$ cat src/rtl/serial_adder_subtracter.sv
// -----------------------------------------------------------------------------
// serial_adder_subtracter
//
// Multi-cycle two's-complement adder/subtracter. It handles DIGIT bits per
// clock and takes N = WIDTH/DIGIT cycles per operation. A start/done handshake
// controls it. An internal accumulator holds each result so that the next
// operation can chain from it. For plain add and subtract, the results and
// flags match a single-cycle WIDTH-bit adder/subtracter bit-for-bit.
//
// Parameters:
//   WIDTH    operand/result width in bits (>= 2)
//   DIGIT    bits processed per cycle; must divide WIDTH exactly
//
// Ports:
//   clk      rising-edge clock
//   reset    asynchronous, active-high; clears all state
//   start    request; accepted on a rising edge only while idle or done
//   a, b     signed operands, latched when start is accepted
//   mode     00 a+b, 01 a-b, 10 acc+b, 11 acc-b; latched at accept
//   busy     high while an operation is in progress
//   done     one-cycle pulse; sum/carry/overflow are valid
//   sum      signed result, held until the next completion
//   carry    carry-out of the MSB (subtract: 1 = no borrow)
//   overflow signed overflow (carry into MSB XOR carry out of MSB)
// -----------------------------------------------------------------------------
module serial_adder_subtracter #(
  parameter int WIDTH = 8,
  parameter int DIGIT = 1
) (
  input  logic             clk,
  input  logic             reset,
  input  logic             start,
  input  logic [WIDTH-1:0] a,
  input  logic [WIDTH-1:0] b,
  input  logic [1:0]       mode,
  output logic             busy,
  output logic             done,
  output logic [WIDTH-1:0] sum,
  output logic             carry,
  output logic             overflow
);

  localparam int N  = WIDTH / DIGIT;
  // The counter keeps at least one bit so that the N == 1 case stays legal.
  localparam int CW = (N > 1) ? $clog2(N) : 1;
  localparam logic [CW-1:0] LAST_DIGIT = CW'(N - 1);

  typedef enum logic [1:0] {
    S_IDLE = 2'd0,
    S_RUN  = 2'd1,
    S_DONE = 2'd2
  } state_t;

  state_t           state_q,   state_d;
  logic [WIDTH-1:0] x_q,       x_d;      // operand X, shifted right one digit per cycle
  logic [WIDTH-1:0] y_q,       y_d;      // operand Y (b or ~b), shifted likewise
  logic [WIDTH-1:0] res_q,     res_d;    // result digits, shifted in from the top
  logic [CW-1:0]    cnt_q,     cnt_d;    // index of the digit being processed
  logic             cin_q,     cin_d;    // running carry between digits
  logic [WIDTH-1:0] acc_q,     acc_d;
  logic [WIDTH-1:0] sum_q,     sum_d;
  logic             carry_q,   carry_d;
  logic             ovf_q,     ovf_d;

  // ---------------------------------------------------------------------------
  // Digit adder: ripple across DIGIT bits. It also records the carry into the
  // top bit of the digit. On the last digit, that bit is the MSB of the word,
  // so this carry is the value the overflow flag needs.
  // ---------------------------------------------------------------------------
  logic [DIGIT-1:0]       dsum;
  logic                   dcout;
  logic                   dc_top;
  logic [WIDTH+DIGIT-1:0] res_cat;
  logic [WIDTH-1:0]       res_shift;

  always_comb begin : digit_add
    logic c;
    c      = cin_q;
    dc_top = 1'b0;
    dsum   = '0;
    for (int i = 0; i < DIGIT; i++) begin
      if (i == DIGIT - 1) dc_top = c;
      dsum[i] = x_q[i] ^ y_q[i] ^ c;
      c       = (x_q[i] & y_q[i]) | (x_q[i] & c) | (y_q[i] & c);
    end
    dcout = c;
  end

  // The new digit enters at the top. After N digits, digit 0 has reached the
  // bottom. The concatenation keeps the slice legal when DIGIT == WIDTH.
  assign res_cat   = {dsum, res_q};
  assign res_shift = res_cat[WIDTH+DIGIT-1:DIGIT];

  // ---------------------------------------------------------------------------
  // Next-state and datapath control
  // ---------------------------------------------------------------------------
  always_comb begin
    // NOTE: every signal driven here gets a default first, so no path through
    // the case statement can leave a value unassigned and infer a latch.
    state_d = state_q;
    x_d     = x_q;
    y_d     = y_q;
    res_d   = res_q;
    cnt_d   = cnt_q;
    cin_d   = cin_q;
    acc_d   = acc_q;
    sum_d   = sum_q;
    carry_d = carry_q;
    ovf_d   = ovf_q;

    case (state_q)
      S_IDLE, S_DONE: begin
        if (start) begin
          // Subtract is X + ~b + 1. The +1 enters as the initial carry.
          x_d     = mode[1] ? acc_q : a;
          y_d     = mode[0] ? ~b : b;
          cin_d   = mode[0];
          cnt_d   = '0;
          res_d   = '0;
          state_d = S_RUN;
        end else begin
          state_d = S_IDLE;
        end
      end

      S_RUN: begin
        x_d   = x_q >> DIGIT;
        y_d   = y_q >> DIGIT;
        res_d = res_shift;
        cin_d = dcout;
        cnt_d = cnt_q + CW'(1);
        if (cnt_q == LAST_DIGIT) begin
          sum_d   = res_shift;
          carry_d = dcout;
          ovf_d   = dcout ^ dc_top;
          acc_d   = res_shift;
          cnt_d   = '0;
          state_d = S_DONE;
        end
      end

      default: state_d = S_IDLE;
    endcase
  end

  // ---------------------------------------------------------------------------
  // State registers
  // ---------------------------------------------------------------------------
  // NOTE: sequential state uses non-blocking assignments only. Every register
  // here is a small flop that a reset can clear; there is no memory array to
  // exclude from reset.
  always_ff @(posedge clk or posedge reset) begin
    if (reset) begin
      state_q <= S_IDLE;
      x_q     <= '0;
      y_q     <= '0;
      res_q   <= '0;
      cnt_q   <= '0;
      cin_q   <= 1'b0;
      acc_q   <= '0;
      sum_q   <= '0;
      carry_q <= 1'b0;
      ovf_q   <= 1'b0;
    end else begin
      state_q <= state_d;
      x_q     <= x_d;
      y_q     <= y_d;
      res_q   <= res_d;
      cnt_q   <= cnt_d;
      cin_q   <= cin_d;
      acc_q   <= acc_d;
      sum_q   <= sum_d;
      carry_q <= carry_d;
      ovf_q   <= ovf_d;
    end
  end

  assign busy     = (state_q == S_RUN);
  assign done     = (state_q == S_DONE);
  assign sum      = sum_q;
  assign carry    = carry_q;
  assign overflow = ovf_q;

endmodule

$ cat config.mk
export PLATFORM = sky130hd
export DESIGN_NAME = serial_adder_subtracter
export DESIGN_NICKNAME = d
export VERILOG_FILES = /design/src/rtl/serial_adder_subtracter.sv
export SDC_FILE = /design/constraint.sdc
export NUM_CORES = 1
export LEC_CHECK = 0
export BUFFER_PORTS_ARGS = -buffer_cell sky130_fd_sc_hd__buf_2
export CORE_ASPECT_RATIO = 1.1
export CORE_MARGIN = 4
export CORE_UTILIZATION = 60
export CTS_BUF_LIST = sky130_fd_sc_hd__clkbuf_8
export CTS_CLUSTER_SIZE = 40
export DETAILED_ROUTE_END_ITERATION = 8
export GPL_TIMING_DRIVEN = 0
export PLACE_DENSITY = 0.94
export SETUP_SLACK_MARGIN = 0.05
export SLEW_MARGIN = 40
export SYNTH_ARGS = -nofsm -noshare
export SYNTH_HDL_FRONTEND = slang
export SYNTH_SLANG_ARGS = --single-unit
$ cat constraint.sdc
create_clock -name clk -period 2.3 [get_ports clk]
set_input_delay 0.115 -clock clk [delete_from_list [all_inputs] [get_ports clk]]
set_output_delay 0.115 -clock clk [all_outputs]
set_load 0.03 [all_outputs]
### Word-level counts from Yosys, hierarchy flattened

Index checks and enable logic that the tools add are counted.
Widths: inputs -> output; s select.

* multiplexer cells: 16
* $add $sub $neg: 1
* multipliers: 0
* reduce and logical (&&, ||, !) cells: 5
* div/mod/pow operators: 0
* shift operators: 0
* eq/ne operators: 5
* bitwise gates (word level): 9
* order comparisons: 0

Operators by type and width (number)
* $pmux 8 s2: 3
* $mux 8: 5
* $not 8->8: 1
* $mux 3: 2
* $pmux 3 s2: 1
* $pmux 2 s2: 1
* $reduce_and 2->1: 2
* $add 3x1->3 const B: 1
* $and 1x1->1: 3
* $eq 3x3->1 const B: 1
* $xor 1x1->1: 3
* $eq 2x1->1 const B: 1
* $eq 2x2->1 const B: 1
* $logic_not 2->1: 1
* $mux 1: 2
* $mux 2: 1
* $ne 2x1->1 const B: 1
* $ne 2x2->1 const B: 1
* $or 1x1->1: 2
* $pmux 1 s2: 1
* $reduce_bool 2->1: 1
* $reduce_or 2->1: 1

* memories: 0
* bits in read-only memories: 0
* logic and storage cells: 45
* output and inout port bits: 12
* input bits: 21
* latch bits: 0
* RAM bits: 0
* bits in registers: 40

### Longest topological paths before layout

Gate-level depths: netlist of run 1.

* depth after elaboration: 4
* depth in mapped cells: 6
* depth with buffers taken out: 5

### Worst setup path after synthesis of run 1

No wires, ideal clock.

* kind: flip-flop to flip-flop
* start point: register cnt_q[0]
* end point: register carry_q (netlist: carry)
* setup slack: 733 ps
* data arrival time: 1443 ps
* cell stages (with the launch flop): 6
* period minus slack after synthesis: 1567 ps
* required time: 2175 ps
* buffers on the path: 1
* library setup time: 125 ps
* cells stage by stage: dfrtp_1 > ha_1 > ha_1 > nand3b_1 > buf_2 > mux2_2

* cells in the longest elaborated chain, start to end: 2

Ends and longest elaborated chain
* start: declaration: RTL line 58 `logic [CW-1:0] cnt_q, cnt_d;`
* start signal: assignment: RTL line 169 `cnt_q <= cnt_d;`
* $eq 3x3->1: RTL line 132 `if (cnt_q == LAST_DIGIT) begin`
* $reduce_and 2->1 (no source line)
* end signal: assignment: RTL line 173 `carry_q <= carry_d;`
* end: declaration: RTL line 62 `logic carry_q, carry_d;`

No other way between the ends.
A chain may end at the register's enable or synchronous reset.

### Final worst setup path of run 1

Same ends and word-level chain as after synthesis.

==> results of run 1 <==
[routing by layer]
layer	GRT usage [%]	routed length (um)	vias to the layer above
met5	0	0	-
met4	9.14	46	0
met3	6.77	181	5
met2	35.9	1810	29
met1	25.3	1430	597
li1	-	-	559
[logic make-up after synthesis]
group,after synthesis,share of synthesized area (%)
compound gates,29,14.9
mux,17,10.3
xor+xnor,9,4.48
fa+ha+maj,3,2.56
simple gates,24,7.18
flops,39,55.5
buf+inv,13,5.05
[area by class of cell]
cell class	instances	area share, %
flip-flops and latches	39	47.3
multi-input cells	82	33.7
repair buffers	31	7.77
clock buffers	7	4.67
plain buffers	9	3.22
well taps	33	2.00
inverters	4	1.15
clock inverters	1	0.182
[tightest hold or removal path, cell delays in order]
cell and delay, ns:
buf_2 0.08, mux2i_1 0.06, o2bb2ai_1 0.15
[placed cells by master (no fill, tap or decap), types with 2 or more instances in the layout]
cell type,synthesis,final
a221o_1,14,14
a22o_1,9,9
buf_2,4,34
buf_6,3,3
clkbuf_8,0,7
dfrtp_1,39,39
ha_1,2,2
inv_1,3,3
mux2_2,9,9
mux2i_1,8,8
nand2_1,2,2
nor2_1,14,14
o21ai_0,2,2
xnor2_1,8,8
[timing repair]
item	in CTS	in global routing
setup endpoints to repair	0	0
buffers inserted	0	0
hold buffers	0	1
hold endpoints to repair	0	39
[power groups by stage]
stage,Clock (mW),Combinational [mW],Sequential [mW]
floorplan,0,0.790,1.30
global placement,0,1.17,1.18
detailed placement,0,1.23,1.20
CTS,0.502,1.24,1.19
global route,0.529,1.35,1.24
finish,0.495,1.23,1.19
[state kept, by name (all words and copies together) (netlist names)]
register / flops
cnt_q: 3
sum: 8
carry: 1
overflow: 1
state_q: 2
x_q: 8
y_q: 8
res_q: 7
cin_q: 1
[path summary, 6_finish.rpt]
path | startpoint | to | slack (ns)
worst min register to register | cnt_q[1]$_DFFE_PP0P_ | cnt_q[1]$_DFFE_PP0P_ | 0.51
worst max register to register | cnt_q[0]$_DFFE_PP0P_ | carry$_DFFE_PP0P_ | 0.56
max in group asynchronous | reset | sum[7]$_DFFE_PP0P_ | 1.46
worst max-delay path | cnt_q[0]$_DFFE_PP0P_ | carry$_DFFE_PP0P_ | 0.56
worst min-delay path | a[7] | x_q[7]$_DFFE_PP0P_ | 0.16
min in group asynchronous | reset | sum[0]$_DFFE_PP0P_ | 0.44
[metrics by stage]
step                      cells  worst slack, ns  utilization [%]  instance area [um2]  hold WS, ns
after CTS                   205            0.554             73.8                 2050      0.00126
after floorplan             134            0.733                -                 1760        0.314
final                       206            0.564             74.2                 2060        0.157
after global routing        206            0.457             74.2                 2060        0.171
after global placement      197            0.619             70.2                 1950        0.421
after detailed placement    197            0.564             70.2                 1950        0.308
==> qor.csv, run 1 <==
metric,value,unit
Comb pwr share,42.1,%
minimum clock period,1.74,ns
wire per inst,16.8,um
final count of hold timing violations,0,
Tightest Pin Transition,0.650,ns
Psw,1.10,mW
switching part of the total,37.7,%
cell with the most instances after synthesis,dfrtp_1,
number of synthesized flops with an enable pin,0,
Post-CTS Resized,0,
Worst Path Required,2.47,ns
routed vias,1190,
top post-synthesis cells by area,"dfrtp_1 55%, a221o_1 8.0%, mux2_2 5.8%",
I/O Buffers,30,
initial DRC count,34,
overall routing resource usage,21.6,%
fmax,576,MHz
Vias/cell,5.78,
Area Growth Syn to Fin,17.2,%
worst-path fanout max,10,
total chip power,2.92,mW
clk root buf,clkbuf_8,
Chip Height,64.8,um
Final Setup Violations,0,
Crit path top cell by count,ha_1,
Clock Sink Count,39,
"Buf+Inv Stages, Crit Path",1,
max_cap viols,0,
yosys warns,0,
element type at the critical path end,flip-flop,
hold path depth,3,
CP Class,flip-flop to flip-flop,
post-synth top area share,55.5,%
sequential cell area fraction in the yosys report,55.5,%
H-Tree Depth,2,
layout cells sized above 1,35.3,%
first-pass GRT wire length,6160,um
clock share of power,17.0,%
"delay-heaviest family, CP",adder cells,
core area,2780,um2
number of global-route vias before repair,1308,
synthesized area per cell,13.1,um2
Post-Route Setup TNS,0,ns
share of flip-flops with an asynchronous set or reset,100,%
row count,20,
count of cell types in the netlist,30,
TritonCTS Buffers,5,
Post-Synthesis Cell Area,1760,um2
fin. max-slew vios,0,
largest net degree at the start of global routing,40,
gr ovfl total,0,
Pre-Repair DR Iteration Count,4,
Worst-Skew Late Latency,0.28,ns
Slew HR,56.6,%
Yosys top cell by area,dfrtp_1,
Die W,59.6,um
Multi-input gate area,694,um2
clock-pin slew on the worst setup and hold paths,0.07,ns
FF/Latch Area,976,um2
critical path cell sequence,ha_1 -> ha_1 -> nand3b_1 -> buf_2 -> mux2_2,
RD Place Congestion,0.813,
# IOs,33,
Final ANT Viol Nets,0,
Routed Wire Length,3470,um
die area,3860,um2
ys flop type,dfrtp_1,
Tcrit/Tclk final,75.5,%
status,finished clean,
Critical Path AT,1.91,ns
hpwl dp,2490,um
initial core utilization,63.3,%
synthesized instance count,134,
Critical-path top delay cell,dfrtp_1,
synth cell count leaders,"39 x dfrtp_1, 14 x a221o_1, 14 x nor2_1, 9 x a22o_1, 9 x mux2_2",
worst vdd ir,0.916,mV
Cell Pwr Density,1410,nW/um2
Pleak,1.03,nW
ant diodes,0,
clock buffer depth,2,
critical path depth in cells,5,
nets,196,
syn nets,158,
"Largest stage delay, worst path",0.40,ns
reg2reg path depth,5,
# DRC,0,
Reg power frac,40.9,%
clk_skew,0.00373,ns
worst hold path type,input pin to flip-flop,
crit path launch type,flip-flop,
internal power,1.81,mW
CTS tree,done,
initial antenna violation count,0,
fillers,188,
unrepaired setup endpoints after global routing,no,
"FF+latch count, synth",39,
Power figures use the tool's default switching activity.
==> run 2: changes to the inputs <==
--- a/config.mk
+++ b/config.mk
@@ -8,12 +8,12 @@
 export BUFFER_PORTS_ARGS = -buffer_cell sky130_fd_sc_hd__buf_2
 export CORE_ASPECT_RATIO = 1.1
 export CORE_MARGIN = 4
-export CORE_UTILIZATION = 60
+export CORE_UTILIZATION = 51
 export CTS_BUF_LIST = sky130_fd_sc_hd__clkbuf_8
 export CTS_CLUSTER_SIZE = 40
 export DETAILED_ROUTE_END_ITERATION = 8
 export GPL_TIMING_DRIVEN = 0
-export PLACE_DENSITY = 0.94
+export PLACE_DENSITY = 0.86
 export SETUP_SLACK_MARGIN = 0.05
 export SLEW_MARGIN = 40
 export SYNTH_ARGS = -nofsm -noshare
==> constraint.sdc (replaced) <==
create_clock -name clk -period 1.45 [get_ports clk]
set_input_delay 0.0725 -clock clk [delete_from_list [all_inputs] [get_ports clk]]
set_output_delay 0.0725 -clock clk [all_outputs]
set_load 0.03 [all_outputs]
==> run 2 against run 1 <==
Compared with the run above: the flow now finishes with violations (negative setup slack); critical path depth unchanged; sequential share of layout area down 2.3 points; cell area up 5.3%; clock skew about the same; power up 64%; non-clock buffer count up 4; critical path type unchanged; largest cell class unchanged; highest routed layer unchanged.
==> qor.csv, run 2 (synthesis gave the netlist of run 1 again) <==
metric,value,unit
status,finished with violations,
failing checks,negative setup slack,
number of global-route vias before repair,1321,
"commonest non-fill, non-tap cell in the layout",dfrtp_1,
initial core utilization,52.8,%
Post-Layout Cell Count,225,
clock-pin slew on the worst setup and hold paths,0.07,ns
first-pass GRT wire length,6500,um
Worst-Skew Late Latency,0.29,ns
Critical Path AT,1.69,ns
clock buffer depth,2,
Pleak,1.09,nW
routed vias,1235,
clk_skew,0.00336,ns
I/O Buffers,30,
"Buf+Inv Stages, Crit Path",1,
post-layout util,65.2,%
fin. max-slew vios,0,
Tightest Pin Transition,0.660,ns
Critical-path top delay cell,dfrtp_1,
Routed Wire Length,3780,um
worst vdd ir,1.16,mV
Worst Path Required,1.63,ns
"delay-heaviest family, CP",flip-flops,
overall routing resource usage,19.3,%
Area Growth Syn to Fin,23.4,%
WHS,0.0919,ns
Pre-Repair DR Iteration Count,4,
Tcrit/Tclk final,104,%
DP Worst Slack,-0.111,ns
initial DRC count,41,
worst-path fanout max,8,
wire per inst,16.8,um
row count,22,
most frequent cells in the layout,"38 x dfrtp_1, 30 x buf_2, 14 x nor2_1, 14 x a221o_1",
fmax,664,MHz
max_cap viols,0,
cell area after layout,2170,um2
CP Class,flip-flop to flip-flop,
TritonCTS Buffers,5,
Vias/cell,5.49,
core area,3330,um2
dpl cell area,2020,um2
Clock Sink Count,39,
Chip Height,69.6,um
minimum clock period,1.51,ns
worst hold path type,input pin to flip-flop,
Final ANT Viol Nets,0,
RD Place Congestion,0.714,
largest net degree at the start of global routing,40,
"Largest stage delay, worst path",0.39,ns
hpwl dp,2590,um
Final Setup Violations,9,
Multi-input gate area,748,um2
Slew HR,56.0,%
placed instance count,212,
unrepaired setup endpoints after global routing,yes,
crit path launch type,flip-flop,
Cell Pwr Density,2210,nW/um2
nets,200,
# DRC,0,
initial antenna violation count,0,
H-Tree Depth,2,
layout cells sized above 1,39.0,%
FF/Latch Area,977,um2
die area,4450,um2
final count of hold timing violations,0,
clk root buf,clkbuf_8,
fillers,239,
ant diodes,0,
element type at the critical path end,flip-flop,
Die W,64,um
CTS tree,done,
critical path cell sequence,ha_2 -> ha_4 -> nand3b_1 -> buf_6 -> mux2_4,
# IOs,33,
final setup margin,-0.0559,ns
gr ovfl total,0,
[run 2: path summary, 6_finish.rpt]
| path | start | end | slack [ns] | cells past startpoint |
|---|---|---|---|---|
| min reg2reg | cnt_q[1]$_DFFE_PP0P_ | cnt_q[1]$_DFFE_PP0P_ | 0.51 | 1 |
| max in group asynchronous | reset | state_q[0]$_DFFE_PP0P_ | 0.62 | 3 |
| min | a[7] | x_q[7]$_DFFE_PP0P_ | 0.09 | 3 |
| max | cnt_q[1]$_DFFE_PP0P_ | sum[4]$_DFFE_PP0P_ | -0.06 | 5 |
| min in group asynchronous | reset | y_q[2]$_DFFE_PP0P_ | 0.39 | 3 |
| max reg2reg | cnt_q[1]$_DFFE_PP0P_ | sum[4]$_DFFE_PP0P_ | -0.06 | 5 |
[run 2: report_power, final]
group          leakage [nW]  total [mW]  switching (mW)  internal [mW]
clock network        0.0477       0.715           0.386          0.329
registers             0.495        1.93           0.368           1.56
logic                 0.545        2.14            1.08           1.07
[run 2: layout make-up]
cell class                 count  area share, %
buffer                         9           3.75
sequential                    39           45.0
timing repair buffer          35           9.05
inverter                       4           1.10
clock buffer                   5           3.17
clock inverter                 3          0.692
tap                           48           2.77
multi-input combinational     82           34.5
[run 2: worst register-to-register path: cells and delay by family, from the launching register on]
kind                     cells  cell delay, ns
multiplexers                 1            0.31
AND/OR/NAND/NOR              1            0.15
flip-flops                   1            0.39
adder cells (fa/ha/maj)      2            0.36
buffers and inverters        1            0.19
[run 2: metrics by stage]
step                TNS, ns  power [mW]
floorplan                 0        3.41
global placement     -0.442        3.83
detailed placement   -0.739        3.95
CTS                  -0.304        4.79
global route         -0.674        5.11
finish               -0.369        4.79
[run 2: what timing repair did]
item	4_1_cts	5_1_grt
endpoints found under the hold margin	39	0
resized for setup	7	4
setup buffers	4	0
hold buffers	1	0
endpoints found under the setup margin	10	20
pin swaps	2	2
[run 2: metal layers]
metal | vias to the layer above | share of wire [%] | track usage [%]
met5 | - | 0 | 0
met4 | 0 | 3.1 | 8.63
met3 | 13 | 4.5 | 5.02
met2 | 36 | 51 | 30.5
met1 | 616 | 42 | 24.7
li1 | 570 | - | -
